$ cat src/rtl/sid_ctrl_pkg.sv
// Shared definitions for the tt_um_sid register-write sequencer:
// register map, bus field positions, command record and FSM states.
package sid_ctrl_pkg;

  localparam logic [2:0] FREQ_LO  = 3'd0;
  localparam logic [2:0] FREQ_HI  = 3'd1;
  localparam logic [2:0] PW_LO    = 3'd2;
  localparam logic [2:0] PW_HI    = 3'd3;
  localparam logic [2:0] ATK_DEC  = 3'd4;
  localparam logic [2:0] SUS_REL  = 3'd5;
  localparam logic [2:0] WAV      = 3'd6;

  localparam logic [2:0] FC_LO    = 3'd0;
  localparam logic [2:0] FC_HI    = 3'd1;
  localparam logic [2:0] RES_FILT = 3'd2;
  localparam logic [2:0] MODE_VOL = 3'd3;

  localparam logic [1:0] VOICE_FILT = 2'd3;

  localparam int unsigned WE_BIT    = 7;
  localparam int unsigned VOICE_LSB = 3;

  typedef struct packed {
    logic [1:0] voice;
    logic [2:0] addr;
    logic [7:0] data;
  } sid_cmd_t;

  typedef enum logic [1:0] {
    ST_IDLE,
    ST_SETUP,
    ST_STROBE,
    ST_RECOV
  } wr_state_t;

  function automatic int unsigned max3(input int unsigned a, input int unsigned b,
                                       input int unsigned c);
    int unsigned m;
    m = (a > b) ? a : b;
    return (m > c) ? m : c;
  endfunction

endpackage

$ cat src/rtl/sid_reg_writer_if.sv
// Command handshake and tt_um_sid host bus of the register writer.
// The writer connects through the slave modport, its host through master.
interface sid_reg_writer_if #(
  parameter int unsigned DEPTH = 4
);
  localparam int unsigned LW = $clog2(DEPTH) + 1;

  logic          cmd_valid;
  logic          cmd_ready;
  logic [1:0]    cmd_voice;
  logic [2:0]    cmd_addr;
  logic [7:0]    cmd_data;
  logic          flush;
  logic [7:0]    bus_ui;
  logic [7:0]    bus_uio;
  logic          busy;
  logic          wr_done;
  logic [LW-1:0] level;

  modport master (
    output cmd_valid, cmd_voice, cmd_addr, cmd_data, flush,
    input  cmd_ready, bus_ui, bus_uio, busy, wr_done, level
  );

  modport slave (
    input  cmd_valid, cmd_voice, cmd_addr, cmd_data, flush,
    output cmd_ready, bus_ui, bus_uio, busy, wr_done, level
  );

endinterface

$ cat src/rtl/sid_cmd_fifo.sv
// Synchronous command FIFO with flush; level carries an extra bit so
// full and empty are distinguishable with wrapping pointers.
module sid_cmd_fifo
  import sid_ctrl_pkg::*;
#(
  parameter int unsigned DEPTH = 4
) (
  input  logic                   clk,
  input  logic                   rst_n,
  input  logic                   push,
  input  sid_cmd_t               push_data,
  input  logic                   pop,
  input  logic                   flush,
  output sid_cmd_t               head,
  output logic                   full,
  output logic                   empty,
  output logic [$clog2(DEPTH):0] level
);

  localparam int unsigned AW = $clog2(DEPTH);

  sid_cmd_t      mem [DEPTH];
  logic [AW-1:0] wr_ptr;
  logic [AW-1:0] rd_ptr;
  logic          push_ok;
  logic          pop_ok;

  assign full    = (level == (AW+1)'(DEPTH));
  assign empty   = (level == '0);
  assign head    = mem[rd_ptr];
  // flush overrides both sides so a same-edge accept or pop never lands
  assign push_ok = push && !full && !flush;
  assign pop_ok  = pop && !empty && !flush;

  always_ff @(posedge clk) begin
    if (push_ok) mem[wr_ptr] <= push_data;
  end

  always_ff @(posedge clk or negedge rst_n) begin
    if (!rst_n) begin
      wr_ptr <= '0;
      rd_ptr <= '0;
      level  <= '0;
    end else if (flush) begin
      wr_ptr <= '0;
      rd_ptr <= '0;
      level  <= '0;
    end else begin
      if (push_ok) wr_ptr <= wr_ptr + 1'b1;
      if (pop_ok)  rd_ptr <= rd_ptr + 1'b1;
      unique case ({push_ok, pop_ok})
        2'b10:   level <= level + 1'b1;
        2'b01:   level <= level - 1'b1;
        default: level <= level;
      endcase
    end
  end

endmodule

$ cat src/rtl/sid_reg_writer.sv
// Plays queued (voice, addr, data) commands onto the tt_um_sid host bus
// with setup / strobe / recovery timing; all bus outputs are registered.
module sid_reg_writer
  import sid_ctrl_pkg::*;
#(
  parameter int unsigned DEPTH      = 4,
  parameter int unsigned SETUP_CYC  = 1,
  parameter int unsigned STROBE_CYC = 2,
  parameter int unsigned RECOV_CYC  = 1
) (
  input  logic            clk,
  input  logic            rst_n,
  sid_reg_writer_if.slave bus
);

  localparam int unsigned CW = $clog2(max3(SETUP_CYC, STROBE_CYC, RECOV_CYC)) + 1;
  localparam logic [CW-1:0] SETUP_LD  = CW'(SETUP_CYC - 1);
  localparam logic [CW-1:0] STROBE_LD = CW'(STROBE_CYC - 1);
  localparam logic [CW-1:0] RECOV_LD  = CW'(RECOV_CYC - 1);

  wr_state_t             state;
  logic [CW-1:0]         cnt;
  logic                  we_q;
  logic                  wr_done_q;
  sid_cmd_t              cmd_q;
  sid_cmd_t              fifo_head;
  sid_cmd_t              push_data;
  logic                  fifo_full;
  logic                  fifo_empty;
  logic [$clog2(DEPTH):0] fifo_level;
  logic                  start;

  assign push_data = '{voice: bus.cmd_voice, addr: bus.cmd_addr, data: bus.cmd_data};

  sid_cmd_fifo #(.DEPTH(DEPTH)) u_fifo (
    .clk       (clk),
    .rst_n     (rst_n),
    .push      (bus.cmd_valid),
    .push_data (push_data),
    .pop       (start),
    .flush     (bus.flush),
    .head      (fifo_head),
    .full      (fifo_full),
    .empty     (fifo_empty),
    .level     (fifo_level)
  );

  // A new write begins from IDLE or on the final RECOV cycle (back-to-back)
  always_comb begin
    start = 1'b0;
    if (!fifo_empty && !bus.flush)
      start = (state == ST_IDLE) || ((state == ST_RECOV) && (cnt == '0));
  end

  always_ff @(posedge clk or negedge rst_n) begin
    if (!rst_n) begin
      state     <= ST_IDLE;
      cnt       <= '0;
      we_q      <= 1'b0;
      wr_done_q <= 1'b0;
      cmd_q     <= '0;
    end else begin
      wr_done_q <= 1'b0;
      unique case (state)
        ST_IDLE: begin
          if (start) begin
            cmd_q <= fifo_head;
            cnt   <= SETUP_LD;
            state <= ST_SETUP;
          end
        end
        ST_SETUP: begin
          if (cnt == '0) begin
            we_q  <= 1'b1;
            cnt   <= STROBE_LD;
            state <= ST_STROBE;
          end else begin
            cnt <= cnt - 1'b1;
          end
        end
        ST_STROBE: begin
          if (cnt == '0) begin
            we_q  <= 1'b0;
            cnt   <= RECOV_LD;
            state <= ST_RECOV;
          end else begin
            cnt <= cnt - 1'b1;
          end
        end
        ST_RECOV: begin
          if (cnt == '0) begin
            wr_done_q <= 1'b1;
            if (start) begin
              cmd_q <= fifo_head;
              cnt   <= SETUP_LD;
              state <= ST_SETUP;
            end else begin
              state <= ST_IDLE;
            end
          end else begin
            cnt <= cnt - 1'b1;
          end
        end
        default: state <= ST_IDLE;
      endcase
    end
  end

  always_comb begin
    bus.bus_ui                      = '0;
    bus.bus_ui[WE_BIT]              = we_q;
    bus.bus_ui[VOICE_LSB +: 2]      = cmd_q.voice;
    bus.bus_ui[VOICE_LSB-1:0]       = cmd_q.addr;
  end

  assign bus.bus_uio   = cmd_q.data;
  assign bus.cmd_ready = !fifo_full;
  assign bus.level     = fifo_level;
  assign bus.wr_done   = wr_done_q;
  assign bus.busy      = (state != ST_IDLE) || (fifo_level != '0);

endmodule

$ cat src/flat_wrapper.sv
// flat-port wrapper written by rule: the top's interface ports become plain ports
module sid_reg_writer_flat import sid_ctrl_pkg::*;
#(
  parameter int unsigned DEPTH      = 4,
  parameter int unsigned SETUP_CYC  = 1,
  parameter int unsigned STROBE_CYC = 2,
  parameter int unsigned RECOV_CYC  = 1
)
  (clk, rst_n, bus_cmd_valid, bus_cmd_voice, bus_cmd_addr, bus_cmd_data, bus_flush, bus_cmd_ready, bus_bus_ui, bus_bus_uio, bus_busy, bus_wr_done, bus_level);
  sid_reg_writer_if #(.DEPTH(DEPTH)) bus_i ();
  input  logic clk;
  input  logic rst_n;
  input wire logic [$bits(bus_i.cmd_valid)-1:0] bus_cmd_valid;
  input wire logic [$bits(bus_i.cmd_voice)-1:0] bus_cmd_voice;
  input wire logic [$bits(bus_i.cmd_addr)-1:0] bus_cmd_addr;
  input wire logic [$bits(bus_i.cmd_data)-1:0] bus_cmd_data;
  input wire logic [$bits(bus_i.flush)-1:0] bus_flush;
  output wire logic [$bits(bus_i.cmd_ready)-1:0] bus_cmd_ready;
  output wire logic [$bits(bus_i.bus_ui)-1:0] bus_bus_ui;
  output wire logic [$bits(bus_i.bus_uio)-1:0] bus_bus_uio;
  output wire logic [$bits(bus_i.busy)-1:0] bus_busy;
  output wire logic [$bits(bus_i.wr_done)-1:0] bus_wr_done;
  output wire logic [$bits(bus_i.level)-1:0] bus_level;
  assign bus_i.cmd_valid = bus_cmd_valid;
  assign bus_i.cmd_voice = bus_cmd_voice;
  assign bus_i.cmd_addr = bus_cmd_addr;
  assign bus_i.cmd_data = bus_cmd_data;
  assign bus_i.flush = bus_flush;
  assign bus_cmd_ready = bus_i.cmd_ready;
  assign bus_bus_ui = bus_i.bus_ui;
  assign bus_bus_uio = bus_i.bus_uio;
  assign bus_busy = bus_i.busy;
  assign bus_wr_done = bus_i.wr_done;
  assign bus_level = bus_i.level;
  sid_reg_writer #(.DEPTH(DEPTH), .SETUP_CYC(SETUP_CYC), .STROBE_CYC(STROBE_CYC), .RECOV_CYC(RECOV_CYC)) u_core (.clk(clk), .rst_n(rst_n), .bus(bus_i));
endmodule
$ cat config.mk
export PLATFORM = sky130hd
export DESIGN_NAME = sid_reg_writer_flat
export DESIGN_NICKNAME = d
export VERILOG_FILES = /design/src/rtl/sid_ctrl_pkg.sv /design/src/rtl/sid_reg_writer_if.sv /design/src/rtl/sid_cmd_fifo.sv /design/src/rtl/sid_reg_writer.sv /design/src/flat_wrapper.sv
export SDC_FILE = /design/constraint.sdc
export NUM_CORES = 1
export LEC_CHECK = 0
export CELL_PAD_IN_SITES_DETAIL_PLACEMENT = 0
export CELL_PAD_IN_SITES_GLOBAL_PLACEMENT = 1
export CORE_ASPECT_RATIO = 0.7
export CORE_MARGIN = 2
export CORE_UTILIZATION = 25
export CTS_CLUSTER_DIAMETER = 60
export DETAILED_ROUTE_END_ITERATION = 7
export PLACE_DENSITY_LB_ADDON = 0.1
export SLEW_MARGIN = 20
export SYNTH_ARGS = -nofsm -noshare
export SYNTH_HDL_FRONTEND = slang
export SYNTH_HIERARCHICAL = 1
export SYNTH_SLANG_ARGS = --single-unit
$ cat constraint.sdc
create_clock -name clk -period 2.5 [get_ports clk]
set_input_delay 0.375 -clock clk [delete_from_list [all_inputs] [get_ports clk]]
set_output_delay 0.375 -clock clk [all_outputs]
set_load 0.005 [all_outputs]
**After elaboration in Yosys (flattened, before gate mapping)**

Memories as Yosys holds them, arrays and structs flattened.
Index checks and enable logic that the tools add are counted.

- $add $sub $neg: 5
- Equality and inequality tests: 10
- Muxes and demuxes: 28
- Reductions and logical operators: 24

Operators by type and width:

| cell | count |
|---|---|
| $mux 13 | 2 |
| $pmux 13 s2 | 1 |
| $mux 2 | 12 |
| $pmux 2 s4 | 2 |
| $reduce_bool 2->1 | 5 |
| $mux 1 | 8 |
| $eq 2x2->1 const B | 3 |
| $logic_and 1x1->1 | 6 |
| $pmux 3 s2 | 1 |
| $reduce_bool 3->1 | 2 |
| $add 2x1->2 const B | 2 |
| $eq 2x1->1 const B | 2 |
| $logic_not 2->1 | 2 |
| $ne 2x1->1 const B | 2 |
| $ne 2x2->1 const B | 2 |
| $reduce_and 4->1 | 1 |
| $add 3x1->3 const B | 1 |
| $eq 3x3->1 const B | 1 |
| $logic_not 1->1 | 3 |
| $logic_not 3->1 | 1 |
| $mux 3 | 1 |
| $reduce_and 3->1 | 1 |
| $sub 3x1->3 const B | 1 |
| $logic_or 1x1->1 | 2 |
| 3 further kinds | 3 |

- Register bits: 26
- RAM bits: 52
- Input bits: 17
- Output and inout bits: 22
- Logic and storage cells: 78
- Memories: 1

Memories:

| name | depth | width | rd ports | clocked after memory_dff | write ports | RTL line | source |
|---|---|---|---|---|---|---|---|
| u_core.u_fifo.mem | 4 | 13 | 1 | 0 | 1 | sid_cmd_fifo.sv:22 | `sid_cmd_t mem [DEPTH];` |

**Depth between registers and ports, before layout**

- Depth after elaboration: 9
- Mapped depth: 12
- Gate-level depth less buffers: 10

**By module**

The synthesis kept the hierarchy.

By module, submodules not included:

| module | times used | cells an instance | area each (um^2) |
|---|---|---|---|
| sid_cmd_fifo | 1 | 133 | 2483.6 |
| sid_reg_writer | 1 | 69 | 935.9 |

**Worst setup path before layout**

OpenSTA, ideal clock, no wires.

- Path type: reg-to-reg
- Start point: register u_core.u_fifo.level[0]
- End point: register u_core.u_fifo.level[1]
- Arrival: 2.169 ns
- Required time: 2.389 ns
- Setup slack: 0.220 ns
- Stages on the path, launching flop included: 11
- Clock period less this slack: 2.280 ns
- Cells stage by stage: dfrtp_1 > buf_4 > nor3_2 > nor2_1 > o21a_1 > buf_4 > nand2b_1 > nor3_1 > fa_1 > nor2_1 > a2111oi_2

- Cells in the longest elaborated chain, start to end: 9

Ends and longest elaborated chain:

| item | RTL line | source |
|---|---|---|
| from (decl) | sid_cmd_fifo.sv:17 | `output logic [$clog2(DEPTH):0] level` |
| from (signal assigned) | sid_cmd_fifo.sv:52 | `2'b10: level <= level + 1'b1;` |
| from (signal assigned) | sid_cmd_fifo.sv:53 | `2'b01: level <= level - 1'b1;` |
| from (signal assigned) | sid_cmd_fifo.sv:54 | `default: level <= level;` |
| $logic_not 3->1 (*) | sid_cmd_fifo.sv:29 | `assign empty = (level == '0);` |
| net u_core.fifo_empty | sid_reg_writer.sv:29 | `logic fifo_empty;` |
| $logic_not 1->1 (*) | sid_reg_writer.sv:51 | `if (!fifo_empty && !bus.flush)` |
| $logic_and 1x1->1 (*) | sid_reg_writer.sv:51 |  |
| $mux 1 (*) | sid_reg_writer.sv:51 |  |
| net u_core.start | sid_reg_writer.sv:31 | `logic start;` |
| $logic_and 1x1->1 (*) (2 in series) | sid_cmd_fifo.sv:33 | `assign pop_ok = pop && !empty && !flush;` |
| $eq 2x1->1 / $eq 2x2->1 (equally long branches) | sid_cmd_fifo.sv:51 | `unique case ({push_ok, pop_ok})` |
| $pmux 3 s2 | sid_cmd_fifo.sv:51 |  |
| $mux 3 | sid_cmd_fifo.sv:44 | `end else if (flush) begin` |

Mark *: on every way through the listed nets, which the timed path passes. The rest lies on a longest branch.
A chain may end at the register's enable or synchronous reset.

**Final worst setup path**

- Start point: register u_core.state[0]
- End point: register u_core.u_fifo.level[1]

- Cells in the longest elaborated chain, start to end: 9

Ends and longest elaborated chain:

| item | RTL line | source |
|---|---|---|
| from (decl) | sid_reg_writer.sv:21 | `wr_state_t state;` |
| from (signal assigned) | sid_reg_writer.sv:57 | `state <= ST_IDLE;` |
| from (signal assigned) | sid_reg_writer.sv:69 | `state <= ST_SETUP;` |
| from (signal assigned) | sid_reg_writer.sv:76 | `state <= ST_STROBE;` |
| $eq 2x2->1 | sid_reg_writer.sv:52 | `start = (state == ST_IDLE) \|\| ((state == ST_RECOV) && (cnt == '0));` |
| $logic_and 1x1->1 | sid_reg_writer.sv:52 |  |
| $logic_or 1x1->1 (*) | sid_reg_writer.sv:52 |  |
| $mux 1 (*) | sid_reg_writer.sv:51 |  |
| net u_core.start | sid_reg_writer.sv:31 |  |
| $logic_and 1x1->1 (*) (2 in series) | sid_cmd_fifo.sv:33 |  |
| $eq 2x1->1 / $eq 2x2->1 (equally long branches) | sid_cmd_fifo.sv:51 |  |
| $pmux 3 s2 | sid_cmd_fifo.sv:51 |  |
| $mux 3 | sid_cmd_fifo.sv:44 |  |

Marked as above.

==> flow_summary.yaml <==
yosys:
  synth_sequential_area_ratio: 0.647
  syn-mean-instance-area_um2: 16.9
  synth_enable_flop_cells: 52
  synth_flop_cell: "edfxtp_1"
  synthDominantAreaCellType: "edfxtp_1"
  synth_cell_types: 42
  synthDominantCellAreaShare: 0.457
  syn-instance-count: 202
  synth_async_reset_ratio: 0.333
  number_of_warnings_printed_during_yosys_synthesis: 6
  synth.top_cells.by_area: "edfxtp_1 46%, dfrtp_1 19%, mux4_2 8.6%"
  ff_latch_count_synth: 78
  syn_area_mm2: 0.00342
cells_and_area:
  num-nets-final: 282
  area_growth_syn_to_layout_pct: 28.0
  postLayoutCellArea_mm2: 0.00438
  layout_cell_share_with_drive_strength_beyond_1: 0.277
  final_cell_count_no_fill: 445
  n_antenna_cell: 0
  num-fill-cells: 1288
detailed_routing:
  drt_pre_antenna_iters: 4
  route.detailed.drc: 0
  wire_per_inst_um: 15.4
  drtAntennaViolNets: 0
  route.detailed.vias_per_inst: 4.18
  drt_first_iter_violations: 99
  totalWireLength_mm: 6.86
  vias: 1858
timing:
  finalMaxSlewViolations: 0
  rsz0062_at_grt: "no"
  timing.final.crit_share: 0.937
  worst-slew-pin-transition_ns: 1.04
  report.final.setup_viol: 0
  setup_total_negative_slack_ns: 0
  maxSlewHeadroom: 0.307
  finalHoldViolations: 0
  finalClockSkew_ns: 0.00674
  achievable-frequency_mhz: 427
  timing.final.crit_period_ns: 2.34
min_path:
  hold_class: "in -> async"
clock_network:
  cts.sinks: 78
  cts_buffers: 9
  cts_tree: "done"
  clk_buf_depth: 2
  cts-hold-fix-buffers: 0
  cts.reportedPaths.clkPinSlew_ns: 0.06
  worst_skew_pair.late_latency_ns: 0.34
  clock_tree.htree_level_count: 3
  cts_root_buffer: "clkbuf_16"
placed_design:
  placed_cell_area_mm2: 0.00404
  numPortBuffers: 36
  dp_cells: 428
  hpwl_mm: 4.44
  gpl.final_weighted_congestion: 0.692
global_route:
  antenna_found_initial: 0
  grt_remaining_overflow: 0
  gr-usage-all-layers: 0.104
  global_route_wire_length_before_repair_mm: 10.8
  grt_max_degree: 27
  via_count_of_the_first_global_routing_pass: 1886
die:
  dieHeight_um: 102
  io_pins: 39
  core_region_area_mm2: 0.0133
  rows: 35
  die_w_um: 144
  starting_density: 0.258
  die-area_mm2: 0.0146
worst_setup_path:
  critPathMaxFanout: 4
  critical-path-slowest-cell: "fa_2"
  crit_path_cell_trace: "buf_4, ha_1, nor3b_4, o21a_1, nand2b_1, nor3_1, fa_2, nor2_1, a2111oi_2"
  critPathLaunchType: "flip-flop"
  timing.critical_path.arrival_ns: 2.56
  path_delay_family: "adder cells"
  number_of_buffer_and_inverter_instances_along_the_worst_setup_path: 1
  worst_path_largest_cell_delay_ns: 0.54
  critPathCaptureType: "flip-flop"
  required_ns: 2.72
  critical_path_class: "reg -> reg"
power_and_ir_drop:
  power-per-cell-area_mw_per_mm2: 985
  irDropWorstVdd_mv: 0.291
  leakage_nw: 1.59
job:
  timing.max_cap.violations: 0
outcome:
  status: "completed"
-- cell usage in the layout (no fill, tap or decap), drive strengths merged, types with 2 or more instances in the layout --
master          n
a2111oi         2
conb            2
nand3b          2
nand3           3
nor2b           4
a21oi           5
clkdlybuf4s50  35
xor2            4
bufinv          2
o21a            3
xnor2           2
o21ai           6
mux2           14
nor2           11
nand2b          2
ha              9
mux4           13
edfxtp         52
and2            4
nor3b           3
inv             7
dfrtp          26
nor3            3
nand2           3
clkbuf         12
buf            17
-- sequential cells by signal (all words and copies together), names as in the netlist --
| register | cells |
|---|---|
| u_core/bus.bus_uio | 8 |
| u_core/u_fifo/mem | 52 |
| u_core/bus.wr_done | 1 |
| u_core/u_fifo/rd_ptr | 2 |
| u_core/we_q | 1 |
| u_core/u_fifo/wr_ptr | 2 |
| u_core/u_fifo/level | 3 |
| u_core/state | 2 |
| u_core/bus.bus_ui | 5 |
| u_core/cnt | 2 |
-- where the power goes --
group	total [W]	internal, W	switching [W]
registers	0.00171	0.00159	0.000122
clock network	0.00137	0.000873	0.000492
logic	0.00124	0.000736	0.000501
-- routing by layer --
| metal | up-vias | share of wire | wire (um) | track usage |
|---|---|---|---|---|
| met5 | - | 0 | 0 | 0 |
| met4 | 0 | 0.021 | 146 | 0.0520 |
| met3 | 9 | 0.037 | 257 | 0.0333 |
| met2 | 37 | 0.44 | 3010 | 0.147 |
| met1 | 950 | 0.50 | 3450 | 0.144 |
| li1 | 862 | - | - | - |
-- cell type report --
cell class,instances,area (um^2),share of cell area
flip-flops and latches,78,2210,0.506
multi-input cells,106,1110,0.253
repair buffers,53,490,0.112
clock buffers,12,236,0.0540
well taps,185,231,0.0529
clock inverters,4,72.6,0.0166
inverters,7,26.3,0.00600
-- synthesized netlist by cell type (3+ instances only) --
master,instances
o21ai_0,5
nor2_1,11
ha_1,9
mux2_2,4
mux4_2,13
xor2_1,4
nand3_1,3
and2_1,4
mux2_4,10
a21oi_1,5
inv_1,7
nor2b_1,4
nand2_1,3
edfxtp_1,52
o21a_1,3
buf_6,3
dfrtp_1,26
buf_4,7
-- worst paths after layout --
| check | start | end | slack [ns] | depth (start not counted) |
|---|---|---|---|---|
| worst max-delay path | u_core/state[0]$_DFFE_PN0P_ | u_core/u_fifo/level[1]$_DFFE_PN0P_ | 0.16 | 9 |
| max in group asynchronous | rst_n | u_core/state[1]$_DFFE_PN0P_ | 1.75 | 2 |
| worst max register to register | u_core/state[0]$_DFFE_PN0P_ | u_core/u_fifo/level[1]$_DFFE_PN0P_ | 0.16 | 9 |
| worst min register to register | u_core/bus.bus_uio[0]$_DFFE_PN0P_ | u_core/bus.bus_uio[0]$_DFFE_PN0P_ | 0.51 | 1 |
| worst min-delay path | rst_n | u_core/bus.bus_ui[2]$_DFFE_PN0P_ | 0.44 | 2 |
| min in group clk | u_core/bus.bus_uio[0]$_DFFE_PN0P_ | u_core/bus.bus_uio[0]$_DFFE_PN0P_ | 0.51 | 1 |
-- repair_timing --
item                                    in CTS  in global routing
buffers inserted                             1                  0
endpoints found under the setup margin       1                  2
cloned                                       0                  0
gates resized for setup                      4                  4
-- per-stage QoR --
stage                     hold WS [ns]   util  worst slack [ns]  power, W
after floorplan                 0.0794      -             0.220   0.00245
after detailed placement         0.498  0.304             0.159   0.00296
after CTS                        0.458  0.329            0.0119   0.00439
after global placement           0.496  0.304             0.152   0.00297
final                            0.445  0.330             0.156   0.00431
after global routing             0.477  0.330           0.00807   0.00458
-- cells by family after synthesis --
family | after synthesis | share of synthesized area
AOI/OAI and AO/OA | 22 | 0.0461
DFF | 78 | 0.647
adders and majority gates | 10 | 0.0388
xor gates and xnor gates | 6 | 0.0154
other | 1 | 0.00110
and+or+nand+nor | 38 | 0.0706
muxes | 28 | 0.146
buffers and inverters | 19 | 0.0355
No activity file was read; power rests on OpenSTA's default activity.
==> variant: new RTL, same flow settings <==
Encoding of `wr_state_t`: now one-hot (4 bits for 4 states).
--- a/src/rtl/sid_ctrl_pkg.sv
+++ b/src/rtl/sid_ctrl_pkg.sv
@@ -27,9 +27,9 @@
   } sid_cmd_t;
 
-  typedef enum logic [1:0] {
-    ST_IDLE,
-    ST_SETUP,
-    ST_STROBE,
-    ST_RECOV
+  typedef enum logic [3:0] {
+    ST_IDLE   = 4'b0001,
+    ST_SETUP  = 4'b0010,
+    ST_STROBE = 4'b0100,
+    ST_RECOV  = 4'b1000
   } wr_state_t;
 
Formal check against the unedited RTL: same outputs for any inputs over 10 cycles, from zero or initial values and one cycle with rst_n low; not proved beyond that.
==> variant against the unedited design <==
Design area grew 3.2%; combinational power grew 15%; worst setup slack gained 0.14 ns; sequential cell count is 2 higher; non-clock buffer count up 3; via count grew 9.0%; maximum frequency increased by 6.6%; total power grew 3.7%; synthesized area rose by 4.6%; global-route usage barely moved; clock skew rose by 0.0042 ns; routed wire length is 6.8% higher.
==> variant: results (changes against the unedited design) <==
| Metric | Value |
|---|---|
| Critical R2R Launch | u_core/state[0] (unchanged) |
| Ratio of cells with drive above 1 in the final layout | 24.91% (was 27.69%) |
| Distinct cell type count after synthesis | 49 (was 42) |
| CP Max Fanout | 9 (was 4) |
| GPL Wtd Cong | 0.6968 (was 0.6916) |
| Vias in the first global route | 1996 (was 1886) |
| CTS sink cnt | 80 (was 78) |
| Flip-flop and latch area | 2263 um^2 (was 2213 um^2) |
| Multiplexer area fraction after synthesis | 13.78% (was 14.56%) |
| Worst slack at placement | 0.1170 ns (was 0.1585 ns) |
| Post-CTS Resized | 0 (was 4) |
| Pin count of the biggest net entering global routing | 29 (was 27) |
| Dpl cell area | 4217 um^2 (was 4040 um^2) |
| Post-DP HPWL | 4624 um (was 4443 um) |
| Fillcell total | 1382 (was 1288) |
| Crit path DAT | 1.82 ns (was 2.56 ns) |
| Status | complete, no violations (unchanged) |
| Post-CTS Setup Inserts | 0 (was 1) |
| All-Layer GR Usage | 10.35% (was 10.40%) |
| CTS max path bufs | 2 (unchanged) |
| Layout clock buffers | 11 (was 12) |
| Synth area leaders | edfxtp_1, dfrtp_1, mux4_2 (unchanged) |
| Path depth of the worst reg2reg path | 11 (was 9) |
| XOR/XNOR share of the synthesized area | 1.469% (was 1.537%) |
| Synthesized area per cell | 15.35 um^2 (was 16.93 um^2) |
| Critical path's largest stage delay | 0.46 ns (was 0.54 ns) |
| Via density | 4.228 (was 4.175) |
| Clk cell area share | 6.648% (was 7.059%) |
| Post-DR wirelength/cell | 15.29 um (was 15.41 um) |
| Post-Layout Cell Count | 479 (was 445) |
| Crit path from | u_core/u_fifo/level[1] (was u_core/state[0]) |
| Cell leakage power | 1.682 nW (was 1.589 nW) |
| First-pass GRT wire length | 11740 um (was 10830 um) |
| Peak VDD IR | 0.2698 mV (was 0.2906 mV) |
| Clk_skew | 0.01096 ns (was 0.006742 ns) |
| Post-synthesis compound-gate area fraction | 5.561% (was 4.610%) |
| Area of the multi-input gates | 1175 um^2 (was 1107 um^2) |
| Crit-path slowest cell | clkdlybuf4s50_1 (was fa_2) |
| Sequential element share of the synthesized area | 63.27% (was 64.69%) |
| Bufs w/o clock | 56 (was 53) |
| Tapcells | 190 (was 185) |
| Actual slew at the worst max-slew pin | 0.6768 ns (was 1.039 ns) |
| Post-synthesis adder-cell area fraction | 1.959% (was 3.879%) |
| Top Family by Delay on Critical Path | buffers and inverters (was adder cells) |
| DR iter-0 viols | 100 (was 99) |
| Inverter count | 8 (was 7) |
| Ys async rst share | 35.00% (was 33.33%) |
variant: changes by cell type in the layout (fill, tap and decap cells not counted), sizes merged, moves of 3 or more:
cell,before,now
nor2,11,16
nand2,3,6
clkinv,1,4
ha,9,4
nor3,3,8
o21ai,6,10
buf,17,20
variant: worst paths after layout:
kind,end,slack (ns)
worst max register to register,u_core/u_fifo/level[2],0.30
worst min register to register,u_core/bus.bus_uio[0],0.50
min in group clk,u_core/bus.bus_uio[0],0.50
worst max-delay path,bus_busy,0.30
max in group asynchronous,u_core/state[0],1.70
worst min-delay path,u_core/u_fifo/level[2],0.45
variant: layer usage:
layer,part of all wire [%],wire (um),vias to the layer above,track usage (%)
met5,0,0,-,0
met4,1.3,97,0,3.709
met3,4.5,326,7,3.509
met2,43,3160,43,14.22
met1,51,3737,1010,15.03
li1,-,-,965,-
variant: power by group:
part	internal (W)	switching (W)	total (W)
logic	0.000802	0.000623	0.00142
registers	0.00162	0.000114	0.00174
clock network	0.000800	0.000508	0.00131
